[src/rtl/riscv_pkg.sv]
// Shared RISC-V core definitions: datapath width, reset PC, opcodes, fetch FSM states.
// Latency: n/a (types and constants only).
// Backpressure: n/a.
package riscv_pkg;

    localparam int          XLEN         = 32;
    localparam logic [31:0] RESET_PC_DEF = 32'h0000_0000;

    // Major opcodes consumed by control decode. OP_NOP is what an empty
    // fetch slot decodes to, so control emits ALUnop between instructions.
    localparam logic [6:0] OP_R     = 7'b0110011;
    localparam logic [6:0] OP_ADDI  = 7'b0010011;
    localparam logic [6:0] OP_LW    = 7'b0000011;
    localparam logic [6:0] OP_SW    = 7'b0100011;
    localparam logic [6:0] OP_SB    = 7'b1100011;
    localparam logic [6:0] OP_JALR  = 7'b1100111;
    localparam logic [6:0] OP_JAL   = 7'b1101111;
    localparam logic [6:0] OP_AUIPC = 7'b0010111;
    localparam logic [6:0] OP_NOP   = 7'b0000000;

    typedef enum logic [1:0] {
        ST_FETCH = 2'd0,
        ST_WAIT  = 2'd1,
        ST_VALID = 2'd2
    } fetch_state_e;

endpackage

[src/rtl/instr_field_decode.sv]
// Slices a 32-bit RISC-V instruction into opcode/funct/register fields, all zero when not valid.
// Latency: combinational.
// Backpressure: none.
// Ports: valid_i/instr_i in; opcode_o, funct3_o, funct7_o, rs1_o, rs2_o, rd_o out.
module instr_field_decode
    import riscv_pkg::*;
(
    input  logic        valid_i,
    input  logic [31:0] instr_i,
    output logic [6:0]  opcode_o,
    output logic [2:0]  funct3_o,
    output logic [6:0]  funct7_o,
    output logic [4:0]  rs1_o,
    output logic [4:0]  rs2_o,
    output logic [4:0]  rd_o
);

    // Gating keeps downstream decode on OP_NOP whenever the slot is empty.
    logic [31:0] instr_g;
    assign instr_g = valid_i ? instr_i : 32'h0;

    assign opcode_o = instr_g[6:0];
    assign rd_o     = instr_g[11:7];
    assign funct3_o = instr_g[14:12];
    assign rs1_o    = instr_g[19:15];
    assign rs2_o    = instr_g[24:20];
    assign funct7_o = instr_g[31:25];

endmodule

[src/rtl/instr_fetch_unit.sv]
// Fetch stage: holds PC, issues one imem request at a time, buffers the word for control decode.
// Latency: 3 cycles/instruction with zero-wait memory (FETCH, WAIT, VALID), +1 per wait cycle.
// Backpressure: address held until imem_req_ready; instruction held in VALID while stall=1.
// Ports: clk/rst_n (sync, active-high); imem_req_*/imem_rsp_* memory side; stall, PCSel,
//        alu_result from downstream; if_* presented instruction and fields; retire_count.
module instr_fetch_unit
    import riscv_pkg::*;
#(
    parameter int               XLEN     = riscv_pkg::XLEN,
    parameter logic [XLEN-1:0]  RESET_PC = XLEN'(riscv_pkg::RESET_PC_DEF)
) (
    input  logic            clk,
    input  logic            rst_n,
    output logic            imem_req_valid,
    output logic [XLEN-1:0] imem_req_addr,
    input  logic            imem_req_ready,
    input  logic            imem_rsp_valid,
    input  logic [31:0]     imem_rsp_data,
    input  logic            stall,
    input  logic            PCSel,
    input  logic [XLEN-1:0] alu_result,
    output logic            if_valid,
    output logic [XLEN-1:0] if_pc,
    output logic [XLEN-1:0] if_pc_plus4,
    output logic [31:0]     if_instr,
    output logic [6:0]      opcode,
    output logic [2:0]      funct3,
    output logic [6:0]      funct7,
    output logic [4:0]      rs1,
    output logic [4:0]      rs2,
    output logic [4:0]      rd,
    output logic [31:0]     retire_count
);

    fetch_state_e    state_q;
    logic [XLEN-1:0] pc_q;
    logic [XLEN-1:0] pc_plus4_q;
    logic [31:0]     instr_q;
    logic            if_valid_q;
    logic            req_valid_q;
    logic [31:0]     retire_count_q;
    logic [XLEN-1:0] next_pc_d;

    // Targets are forced word-aligned; pc+4 wraps silently at the top of the space.
    assign next_pc_d = PCSel ? (alu_result & ~XLEN'(3)) : (pc_q + XLEN'(4));

    always_ff @(posedge clk) begin
        if (rst_n) begin
            state_q        <= ST_FETCH;
            pc_q           <= RESET_PC;
            pc_plus4_q     <= RESET_PC + XLEN'(4);
            instr_q        <= 32'h0;
            if_valid_q     <= 1'b0;
            req_valid_q    <= 1'b1;
            retire_count_q <= 32'h0;
        end else begin
            case (state_q)
                ST_FETCH: begin
                    if (imem_req_ready) begin
                        req_valid_q <= 1'b0;
                        state_q     <= ST_WAIT;
                    end
                end
                ST_WAIT: begin
                    if (imem_rsp_valid) begin
                        instr_q    <= imem_rsp_data;
                        if_valid_q <= 1'b1;
                        state_q    <= ST_VALID;
                    end
                end
                ST_VALID: begin
                    if (!stall) begin
                        pc_q           <= next_pc_d;
                        pc_plus4_q     <= next_pc_d + XLEN'(4);
                        // Clearing the buffer makes if_instr read 0 while empty.
                        instr_q        <= 32'h0;
                        if_valid_q     <= 1'b0;
                        req_valid_q    <= 1'b1;
                        retire_count_q <= retire_count_q + 32'd1;
                        state_q        <= ST_FETCH;
                    end
                end
                default: begin
                    state_q     <= ST_FETCH;
                    req_valid_q <= 1'b1;
                    if_valid_q  <= 1'b0;
                    instr_q     <= 32'h0;
                end
            endcase
        end
    end

    assign imem_req_valid = req_valid_q;
    assign imem_req_addr  = pc_q;
    assign if_valid       = if_valid_q;
    assign if_pc          = pc_q;
    assign if_pc_plus4    = pc_plus4_q;
    assign if_instr       = instr_q;
    assign retire_count   = retire_count_q;

    instr_field_decode u_decode (
        .valid_i  (if_valid_q),
        .instr_i  (instr_q),
        .opcode_o (opcode),
        .funct3_o (funct3),
        .funct7_o (funct7),
        .rs1_o    (rs1),
        .rs2_o    (rs2),
        .rd_o     (rd)
    );

endmodule

[config.mk]
export PLATFORM = sky130hd
export DESIGN_NAME = instr_fetch_unit
export DESIGN_NICKNAME = d
export VERILOG_FILES = /design/src/rtl/riscv_pkg.sv /design/src/rtl/instr_field_decode.sv /design/src/rtl/instr_fetch_unit.sv
export SDC_FILE = /design/constraint.sdc
export NUM_CORES = 1
export LEC_CHECK = 0
export ABC_AREA = 1
export CAP_MARGIN = 20
export CORE_MARGIN = 1.5
export CORE_UTILIZATION = 47
export CTS_BUF_LIST = sky130_fd_sc_hd__clkbuf_2 sky130_fd_sc_hd__clkbuf_4 sky130_fd_sc_hd__clkbuf_8
export DETAILED_ROUTE_END_ITERATION = 10
export PLACE_DENSITY = 0.92
export SETUP_SLACK_MARGIN = 0.1
export SYNTH_ARGS = -nofsm -noshare
export SYNTH_HDL_FRONTEND = slang
export SYNTH_SLANG_ARGS = --single-unit
[constraint.sdc]
create_clock -name clk -period 2.95 [get_ports clk]
set_input_delay 0.4425 -clock clk [delete_from_list [all_inputs] [get_ports clk]]
set_output_delay 0.4425 -clock clk [all_outputs]
set_load 0.005 [all_outputs]
After elaboration in Yosys (flattened, before gate mapping)
Cells that the tools add are included.
{ "classes": {"muxes": 15, "order_cmp": 0, "n_mul": 0, "bitwise_logic": 3, "reduce_logical": 5, "n_div": 0, "n_eq_ne": 5, "shift": 0, "addsub": 3} }
{ "op_table": {"columns": ["op", "count"], "rows": [
  ["two-way mux 32 bit", 4],
  ["case mux 32 bit (3 select lines)", 1],
  ["adder 32 x 3 -> 32 bit (second input constant)", 2],
  ["adder 32 x 1 -> 32 bit (second input constant)", 1],
  ["AND reduction 3 bit", 3],
  ["two-way mux 2 bit", 3],
  ["!= test 2 bit (second input constant)", 3],
  ["case mux 1 bit (3 select lines)", 2],
  ["case mux 2 bit (3 select lines)", 1],
  ["two-way mux 1 bit", 4],
  ["inverter 1 bit", 3],
  ["equality test 2 x 1 -> 1 bit (second input constant)", 1],
  ["equality test 2 bit (second input constant)", 1],
  ["zero test 2 bit", 1],
  ["AND reduction 2 bit", 1]
]} }
{ "word_totals": {"output_inout_bits": 194, "latchBits": 0, "word_cells": 38, "inputBits": 70, "mem_count": 0, "regBits": 132, "ramBits": 0, "romBits": 0} }

Depth between registers and ports, before layout
Gate-level depths: netlist of run 1.
{ "depth": {"depth_word": 3, "ltp_mapped": 18, "depth_no_buf": 18} }

Cells and area by module
A second synthesis of run 1 with hierarchy kept.
{ "unflattened": {"hier_cells": 1180, "hier_area_um2": 7629.8} }
{ "by_module_without_submodules": {"columns": ["mod", "n_inst", "area_each_um2", "cells_per_inst", "seq_area_each_um2"], "rows": [
  ["instr_fetch_unit", 1, 7355.8, 1113, 2562.5],
  ["instr_field_decode", 1, 274.0, 67, 0.0]
]} }

Worst setup path after synthesis of run 1
No wires, ideal clock.
{ "synth_path": {"path_kind": "register -> register", "from": "register pc_q[2] (netlist: if_pc[2])", "to": "register pc_plus4_q[26] (netlist: if_pc_plus4[26])", "path_stages_with_launch": 15, "synth_period_minus_slack_ns": 2.155, "setup_time_ns": 0.115, "path_buffers": 0, "required_time_ns": 2.835, "t_arrival_ns": 2.040, "slack_ns": 0.795, "cell_sequence": "dfxtp_1 > ha_1 > nand2_1 > nand2_1 > ha_1 > a21boi_1 > nand2_1 > nor2_1 > nand3_2 > nor2_2 > nand3_2 > nor2_2 > nand4_1 > nand2_1 > nor2_1"} }
{ "synth_via": {"elab_chain_len": 3} }
{ "synth_rtl": {"columns": ["element", "line_no", "source"], "rows": [
  ["start: declaration", "instr_fetch_unit.sv:36", "logic [XLEN-1:0] pc_q;"],
  ["start signal: assignment", "instr_fetch_unit.sv:73", "pc_q <= next_pc_d;"],
  ["adder 32 x 3 -> 32 bit", "instr_fetch_unit.sv:45", "assign next_pc_d = PCSel ? (alu_result & ~XLEN'(3)) : (pc_q + XLEN'(4));"],
  ["two-way mux 32 bit", "instr_fetch_unit.sv:45", null],
  ["via next_pc_d[3]", "instr_fetch_unit.sv:42", "logic [XLEN-1:0] next_pc_d;"],
  ["adder 32 x 3 -> 32 bit", "instr_fetch_unit.sv:74", "pc_plus4_q <= next_pc_d + XLEN'(4);"],
  ["end signal: assignment", "instr_fetch_unit.sv:51", "pc_plus4_q <= RESET_PC + XLEN'(4);"],
  ["end signal: assignment", "instr_fetch_unit.sv:74", null],
  ["end: declaration", "instr_fetch_unit.sv:37", "logic [XLEN-1:0] pc_plus4_q;"]
]} }
The timed path passes the listed nets, and every way through them passes these cells.
A chain may end at the register's enable or synchronous reset.

Final worst setup path of run 1
{ "layout_path": {"from": "input PCSel", "to": "register pc_plus4_q[26] (netlist: if_pc_plus4[26])"} }
{ "layout_via": {"elab_chain_len": 2} }
{ "layout_rtl": {"columns": ["element", "line_no", "source"], "rows": [
  ["start: declaration", "instr_fetch_unit.sv:20", "input logic PCSel,"],
  ["two-way mux 32 bit", "instr_fetch_unit.sv:45", null],
  ["via next_pc_d[2]", "instr_fetch_unit.sv:42", null],
  ["adder 32 x 3 -> 32 bit", "instr_fetch_unit.sv:74", null]
]} }
The timed path passes the listed nets, and every way through them passes these cells.

==> metrics.cfg, run 1 <==
[critical_path]
cp-startpoint = PCSel
path_cells = clkdlybuf4s50_1, nand2_1, o21ai_1, ha_1, a21boi_1, nand2_1, nor2_1, nand3_2, nor2_2, nand3_2, nor2_2, nand4_1, nand2_1, nor2_1
cp.required_ns = 3.29
startpoint_type = primary input
critPathKind = in -> reg
critPathCaptureType = register
rr_startpoint = if_pc[2]$_SDFFE_PP0P_
cp_max_fo = 6
cpMostUsedCell = nand2_1
max_stage_delay_ns = 0.58
crit_slowest_cell = clkdlybuf4s50_1
critPathArrivalTime_ns = 2.91

[power]
power_leakage_nw = 4.081
peakVddDrop_uv = 348.8
p_total_w = 0.003965
power_density_mw_per_mm2 = 382.2

[grt]
grt_pass1_wl_mm = 36.34
antenna_found_initial = 0
grt_pass1_vias = 7671
grt_usage_pct = 27.38
overflow = 0
grt_start_max_net_pins = 79

[route]
drc = 0
dr.first_iter.drc_count = 660
viasPerCell = 5.104
postRouteAntennaNets = 0
routedWlPerCell_um = 14.23
routed_wirelength_mm = 22.95
routed-wl-met3_mm = 1.965
wl_met2_mm = 11.36
drtPass1Iterations = 5
wl_met1_mm = 9.165
via_count = 8233
top_layer_used = met4

[die]
start_util_pct = 48.53
ios = 264
core.rowCount = 45
die_y_um = 128.8
dieArea_sq_mm = 0.01658
coreArea_sq_mm = 0.01531
die_w_um = 128.8

[sta]
finClkSkew_ns = 0.01253
report.final.setup_viol = 0
rsz0062_at_grt = no
whs_ns = 0.4791
setup_tns_ns = 0
max_freq_mhz = 390.0
hold_viol = 0
max_slew.worst_pin.slew_ns = 0.8754
relSlewSlack_pct = 41.64
min_period_ns = 2.564
drv_slew = 0
fin_ws_ns = 0.3858
period_share_pct = 86.92

[yosys]
yosysSeqAreaShare_pct = 34.48
synth_seq_cells = 128
synth_top_area_share_pct = 34.48
synth_edf_count = 0
synthDistinctLibCells = 40
synth_top_area_cell = dfxtp_1
async_reset_ff_share_pct = 0
synth_ff_type = dfxtp_1
synth_area_leaders = dfxtp_1 34%, nand2_1 17%, inv_1 7.6%
yosysMostFrequentCell = nand2_1
yosys-top-cells-count = 344 x nand2_1, 150 x inv_1, 128 x dfxtp_1
syn_inst = 1177
syn-cell-area_sq_mm = 0.007432
yosys_warnings = 0
syn_avg_cell_area_sq_um = 6.314

[placement]
hpwl_mm = 16.71
dpl_cell_area_sq_mm = 0.009926
preCtsSetupSlack_ns = -0.008054
routabilityCongestion = 0.9481
portBuffers = 255

[clock_tree]
clkTransAtPathRegs_ns = 0.08
cts_tree = built
h-tree-depth = 4
ctsHoldBuffers = 0
cts_root_buf = clkbuf_8
cts_buffers = 17
cts_setup_buffers = 0
clk-insertion-delay-late_ns = 0.44
clock-sinks = 128
max-clock-path-buffers = 2

[final_layout]
final_area_sq_mm = 0.01038
drive_gt1_share_pct = 7.418
diodes = 0
syn_to_final_growth_pct = 39.61
fill_cells = 1288
fin_nets = 1462

[worst_hold_path]
hold_path.startpoint = if_pc_plus4[3]$_SDFFE_PP0P_
hp-class = reg -> reg

[outcome]
status = finished, final reports clean

[job]
drv_cap = 0

[critical path, delay by kind of cell]
kind | cells | cell delay (ns)
adders and majority gates | 1 | 0.20
AOI/OAI and AO/OA | 2 | 0.33
and+or+nand+nor | 10 | 1.34
buffers and inverters | 1 | 0.58
[final cells by class]
| type | count | area [sq um] | share of cell area, % |
|---|---|---|---|
| multi-input combinational | 820 | 3870 | 37.30 |
| timing repair buffer | 267 | 2650 | 25.54 |
| sequential | 128 | 2562 | 24.70 |
| inverter | 155 | 581.8 | 5.607 |
| clock buffer | 22 | 290.3 | 2.798 |
| tap | 211 | 264.0 | 2.544 |
| clock inverter | 10 | 157.7 | 1.519 |
[per-layer routing]
metal  vias up  global-route usage [%]
li1       4105                       -
met3        42                   7.526
met2       362                   47.50
met1      3724                   32.68
met5         -                       0
met4         0                   9.187
[timing repair]
item | 4_1_cts | 5_1_grt
hold endpoints to repair | 0 | 0
resized for setup | 0 | 1
endpoints found under the setup margin | 0 | 1
[stage by stage]
stage / utilization (%) / instances
floorplan: - / 1182
global placement: 64.81 / 1581
detailed placement: 64.81 / 1581
CTS: 67.74 / 1613
global route: 67.75 / 1613
finish: 67.75 / 1613
[flip-flops by register name, indices dropped and copies added (netlist names)]
name	count
if_valid	1
if_pc_plus4	30
if_pc	30
state_q	2
retire_count	32
imem_req_valid	1
if_instr	32
[cells in the final DEF, fill, tap and decap left out, types with 7 or more instances in the layout]
master / n
inv_1: 149
o21a_1: 10
o21ai_0: 45
nor2_1: 123
o21bai_1: 8
xor2_1: 10
nand4_1: 19
nand2_1: 344
nand3_1: 52
a21oi_1: 84
a211oi_1: 10
clkbuf_8: 20
dfxtp_1: 128
nor3_1: 14
a31oi_1: 7
clkdlybuf4s50_1: 254
nor2_2: 16
buf_4: 11
or2_2: 17
[path summary, 6_finish.rpt]
path | cells after the start | slack, ns | to
setup / recovery | 14 | 0.39 | if_pc_plus4[26]$_SDFFE_PP0P_
hold / removal | 2 | 0.48 | if_pc_plus4[3]$_SDFFE_PP0P_
setup reg to reg | 14 | 0.39 | if_pc_plus4[31]$_SDFFE_PP0P_
hold reg to reg | 2 | 0.48 | if_pc_plus4[3]$_SDFFE_PP0P_
[cell families after synthesis]
kind of cell,after synthesis,synth area share (%)
simple gates,616,35.76
buf+inv,234,13.77
compound gates,183,14.02
flops,128,34.48
xor+xnor,12,1.414
fa+ha+maj,3,0.5051
other cells,1,0.05046
[power by group]
group          internal [W]  switching (W)  total, W
logic              0.000233       0.000243  0.000476
registers           0.00176      0.0000371   0.00180
clock network       0.00100       0.000685   0.00169
total               0.00300       0.000965   0.00397
Note: power is estimated with default switching activity, not from simulation.
==> run 2, diff against run 1 <==
--- a/config.mk
+++ b/config.mk
@@ -11,6 +11,7 @@
 export CORE_UTILIZATION = 47
 export CTS_BUF_LIST = sky130_fd_sc_hd__clkbuf_2 sky130_fd_sc_hd__clkbuf_4 sky130_fd_sc_hd__clkbuf_8
 export DETAILED_ROUTE_END_ITERATION = 10
+export GPL_TIMING_DRIVEN = 0
 export PLACE_DENSITY = 0.92
 export SETUP_SLACK_MARGIN = 0.1
 export SYNTH_ARGS = -nofsm -noshare
==> metrics.cfg, run 2 (same netlist as run 1, synthesis figures left out) <==
[outcome]
status = finished, final reports clean

[final_layout]
fill_cells = 1271
final_area_sq_mm = 0.01071
multi_input_area_sq_mm = 0.003867
final_cell_mix = 344 x nand2_1, 254 x clkdlybuf4s50_1, 150 x inv_1, 127 x dfxtp_1, 124 x nor2_1
final_common_cell = nand2_1
fin_nets = 1528
syn_to_final_growth_pct = 44.14
diodes = 0
seqCellArea_sq_mm = 0.002564
drive_gt1_share_pct = 8.992

[critical_path]
cp.required_ns = 3.28
critPathCaptureType = register
cpMostUsedCell = clkbuf_1
path_cells = clkdlybuf4s50_1, inv_1, nand3_2, inv_1, clkbuf_1, clkbuf_1, clkbuf_1, a21oi_1
startpoint_type = primary input
cp_max_fo = 10
critPathKind = in -> reg
crit_slowest_cell = clkbuf_1
critPathArrivalTime_ns = 3.01
max_stage_delay_ns = 0.54

[clock_tree]
h-tree-depth = 4
clkTransAtPathRegs_ns = 0.07
clock-sinks = 128
cts-resized-gates = 0
cts_tree = built
cts_root_buf = clkbuf_8
max-clock-path-buffers = 2
cts_buffers = 17
cts_setup_buffers = 0
clk-insertion-delay-late_ns = 0.47
ctsHoldBuffers = 0

[route]
viasPerCell = 5.185
dr.first_iter.drc_count = 778
postRouteAntennaNets = 0
drtPass1Iterations = 5
via_count = 8706
drc = 0
routedWlPerCell_um = 15.07
routed_wirelength_mm = 25.30

[die]
die_y_um = 128.8
core.rowCount = 45
ios = 264
start_util_pct = 48.53
die_w_um = 128.8
coreArea_sq_mm = 0.01531
dieArea_sq_mm = 0.01658

[sta]
report.final.setup_viol = 0
hold_viol = 0
period_share_pct = 90.81
drv_slew = 0
finClkSkew_ns = 0.008909
max_freq_mhz = 373.3
max_slew.worst_pin.slew_ns = 0.7472
whs_ns = 0.4767
relSlewSlack_pct = 50.18
rsz0062_at_grt = no
min_period_ns = 2.679
setup_tns_ns = 0

[grt]
antenna_found_initial = 0
grt_pass1_wl_mm = 39.06
grt_start_max_net_pins = 17
grt_pass1_vias = 7952
grt_usage_pct = 30.06
overflow = 0

[placement]
hpwl_mm = 19.20
dpl_cell_area_sq_mm = 0.01026
portBuffers = 254
routabilityCongestion = 0.9485

[power]
power_density_mw_per_mm2 = 378.7
power_leakage_nw = 4.277
p_total_w = 0.004057
peakVddDrop_uv = 310.9

[job]
drv_cap = 0

[worst_hold_path]
hp-class = reg -> reg

[run 2: worst max-delay path, delay by kind of cell]
| kind | cells | cell delay, ns |
|---|---|---|
| simple gates | 1 | 0.25 |
| compound gates | 1 | 0.15 |
| buf+inv | 6 | 2.15 |
[run 2: path summary, 6_finish.rpt]
kind                            cells past startpoint                   startpoint                           to  slack, ns
worst min-delay path                                2  if_pc_plus4[3]$_SDFFE_PP0P_  if_pc_plus4[3]$_SDFFE_PP0P_       0.48
worst max register to register                      7      state_q[0]$_SDFFE_PP0P_       if_pc[20]$_SDFFE_PP0P_       0.34
worst min register to register                      2  if_pc_plus4[3]$_SDFFE_PP0P_  if_pc_plus4[3]$_SDFFE_PP0P_       0.48
worst max-delay path                                8                        stall       if_pc[20]$_SDFFE_PP0P_       0.27
[run 2: metrics by stage]
stage | std cells | worst slack (ns) | utilization, %
global route | 1679 | 0.1042 | 69.95
CTS | 1679 | 0.3390 | 69.93
finish | 1679 | 0.2710 | 69.95
detailed placement | 1647 | -0.02854 | 66.98
floorplan | 1182 | 0.7954 | -
global placement | 1647 | 0.04907 | 66.98
[run 2: layout make-up]
cell class,instances,area share (%)
clock inverter,15,2.032
multi-input combinational,820,36.10
tap,211,2.464
buffer,79,4.123
sequential,128,23.93
timing repair buffer,254,23.73
inverter,155,5.431
clock buffer,17,2.184
[run 2: where the power goes]
part,switching [W],leakage [nW],internal (W)
logic,0.000263,3.02,0.000249
clock network,0.000744,0.217,0.000999
registers,0.0000389,1.04,0.00176
total,0.00105,4.28,0.00301
[run 2: layer usage]
metal	wire length, um	vias to the layer above	global-route usage (%)
li1	-	4259	-
met1	9756	3908	35.11
met5	0	-	0
met3	2439	76	7.360
met2	12170	463	52.15
met4	933	0	13.55
==> run 3, diff against run 2 <==
--- a/config.mk
+++ b/config.mk
@@ -13,6 +13,7 @@
 export DETAILED_ROUTE_END_ITERATION = 10
 export GPL_TIMING_DRIVEN = 0
 export PLACE_DENSITY = 0.92
+export RECOVER_POWER = 100
 export SETUP_SLACK_MARGIN = 0.1
 export SYNTH_ARGS = -nofsm -noshare
 export SYNTH_HDL_FRONTEND = slang
==> constraint.sdc (replaced) <==
create_clock -name clk -period 2.55 [get_ports clk]
set_input_delay 0.3825 -clock clk [delete_from_list [all_inputs] [get_ports clk]]
set_output_delay 0.3825 -clock clk [all_outputs]
set_load 0.005 [all_outputs]
==> metrics.cfg, run 3 (same netlist as run 1, synthesis figures left out) <==
[sta]
relSlewSlack_pct = 50.31
report.final.setup_viol = 0
max_slew.worst_pin.slew_ns = 0.7454
finClkSkew_ns = 0.008847
whs_ns = 0.4739
max_freq_mhz = 423.0
rsz0062_at_grt = yes
drv_slew = 0
setup_tns_ns = 0
fin_ws_ns = 0.1860
period_share_pct = 92.71
hold_viol = 0
min_period_ns = 2.364

[worst_hold_path]
hp-class = reg -> reg
hold_depth = 2

[clock_tree]
clock-sinks = 128
h-tree-depth = 4
cts_root_buf = clkbuf_8
cts_tree = built
cts_buffers = 17
clk-insertion-delay-late_ns = 0.46
clkTransAtPathRegs_ns = 0.08
ctsHoldBuffers = 0
max-clock-path-buffers = 2

[power]
power_density_mw_per_mm2 = 429.9
peakVddDrop_uv = 358.4
power_leakage_nw = 4.719
p_switching_w = 0.001224
swShare_pct = 26.03
combPwrFrac_pct = 12.8
seq_power_share_pct = 44.3
internal_power_w = 0.003477
clockPowerShare_pct = 42.9

[final_layout]
final_common_cell = nand2_1
final_cell_mix = 339 x nand2_1, 149 x inv_1, 137 x clkdlybuf4s50_1, 121 x dfxtp_1, 117 x dlygate4sd3_1
drive_gt1_share_pct = 11.75
syn_to_final_growth_pct = 47.10
finish.utilization_pct = 71.39
diodes = 0
fin_nets = 1532
final_area_sq_mm = 0.01093

[critical_path]
max_stage_delay_ns = 0.38
critPathTopFamily = simple AND/OR/NAND/NOR gates
critPathKind = reg -> reg
critPathArrivalTime_ns = 2.72
crit_slowest_cell = dfxtp_4
cpMostUsedCell = nand2_1
path_cells = ha_4, nand2_1, nand2_1, ha_1, a21boi_2, nand2_1, nor2_2, nand3_4, nor2_4, nand3_4, nor2_4, nand4_1, nand2_1, nor2_1
worst-path-stages = 14
startpoint_type = register
critPathCaptureType = register
cp_num_buf_inv = 0
cp.required_ns = 2.90
cp_max_fo = 6
r2r_cells = 14

[route]
via_count = 8853
drc = 0
drtPass1Iterations = 6
postRouteAntennaNets = 0
routed_wirelength_mm = 25.95
dr.first_iter.drc_count = 893
routedWlPerCell_um = 15.42
viasPerCell = 5.260

[placement]
preCtsSetupSlack_ns = -0.3685
dpl_cell_area_sq_mm = 0.01026
hpwl_mm = 19.20
routabilityCongestion = 0.9485
portBuffers = 254

[die]
coreArea_sq_mm = 0.01531
start_util_pct = 48.53
ios = 264
die_w_um = 128.8
die_y_um = 128.8
dieArea_sq_mm = 0.01658
core.rowCount = 45

[grt]
grt_pass1_wl_mm = 39.16
grt_usage_pct = 30.14
grt_pass1_vias = 7977
antenna_found_initial = 0
grt_start_max_net_pins = 17
overflow = 0

[job]
drv_cap = 0

[outcome]
status = finished, final reports clean

==> run 3: changes by cell type in the layout (fill, tap and decap cells not counted), moves of 9 or more <==
cell and change:
clkbuf_4 +26, nor2_4 +9, dlygate4sd3_1 +117, buf_4 -19, nor2_1 -15, clkdlybuf4s50_1 -117
==> run 3: power groups by stage <==
| stage | Clock, W | Sequential (W) | Combinational [W] |
|---|---|---|---|
| after floorplan | 0 | 0.00212 | 0.000280 |
| after global placement | 0 | 0.00213 | 0.000572 |
| after detailed placement | 0 | 0.00213 | 0.000582 |
| after CTS | 0.00203 | 0.00208 | 0.000588 |
| after global routing | 0.00211 | 0.00209 | 0.000652 |
| final | 0.00202 | 0.00208 | 0.000603 |
==> run 3: worst reg2reg max path, cell delays in order, from the launching register on <==
cell      delay (ns)
dfxtp_4         0.38
ha_4            0.27
nand2_1         0.07
nand2_1         0.10
ha_1            0.17
a21boi_2        0.17
nand2_1         0.10
nor2_2          0.20
nand3_4         0.13
nor2_4          0.16
nand3_4         0.13
nor2_4          0.16
nand4_1         0.10
nand2_1         0.09
nor2_1          0.04
==> run 3: final timing paths <==
path	from	end	slack [ns]
max reg2reg	if_pc[3]$_SDFFE_PP0P_	if_pc_plus4[26]$_SDFFE_PP0P_	0.19
min	if_pc_plus4[3]$_SDFFE_PP0P_	if_pc_plus4[3]$_SDFFE_PP0P_	0.47
min reg2reg	if_pc_plus4[3]$_SDFFE_PP0P_	if_pc_plus4[3]$_SDFFE_PP0P_	0.47
max	if_pc[3]$_SDFFE_PP0P_	if_pc_plus4[26]$_SDFFE_PP0P_	0.19
==> run 3: through the flow <==
stage / power (W) / std cells
finish: 0.004700 / 1683
global route: 0.004847 / 1683
detailed placement: 0.002711 / 1647
floorplan: 0.002403 / 1182
CTS: 0.004699 / 1679
global placement: 0.002700 / 1647
==> run 3: per-layer routing <==
layer,global-route usage (%),vias up,routed length (um)
met5,0,-,0
met4,13.68,0,1018
met3,7.526,83,2677
met2,52.31,534,12540
met1,35.03,3978,9714
li1,-,4258,-
==> run 3: what timing repair did <==
item,in CTS,in global routing
pin swaps,1,9
cloned,0,0
setup buffers,0,4
endpoints found under the hold margin,0,0
gates resized for setup,9,62
setup endpoints to repair,31,35
==> run 3: final cells by class <==
type / instances / area (sq um)
inverters: 155 / 581.8
clock inverters: 15 / 217.7
well taps: 211 / 264.0
plain buffers: 79 / 454.2
flip-flops and latches: 128 / 2576
repair buffers: 258 / 2572
fillers: 1211 / 4382
clock buffers: 17 / 234.0
multi-input cells: 820 / 4033
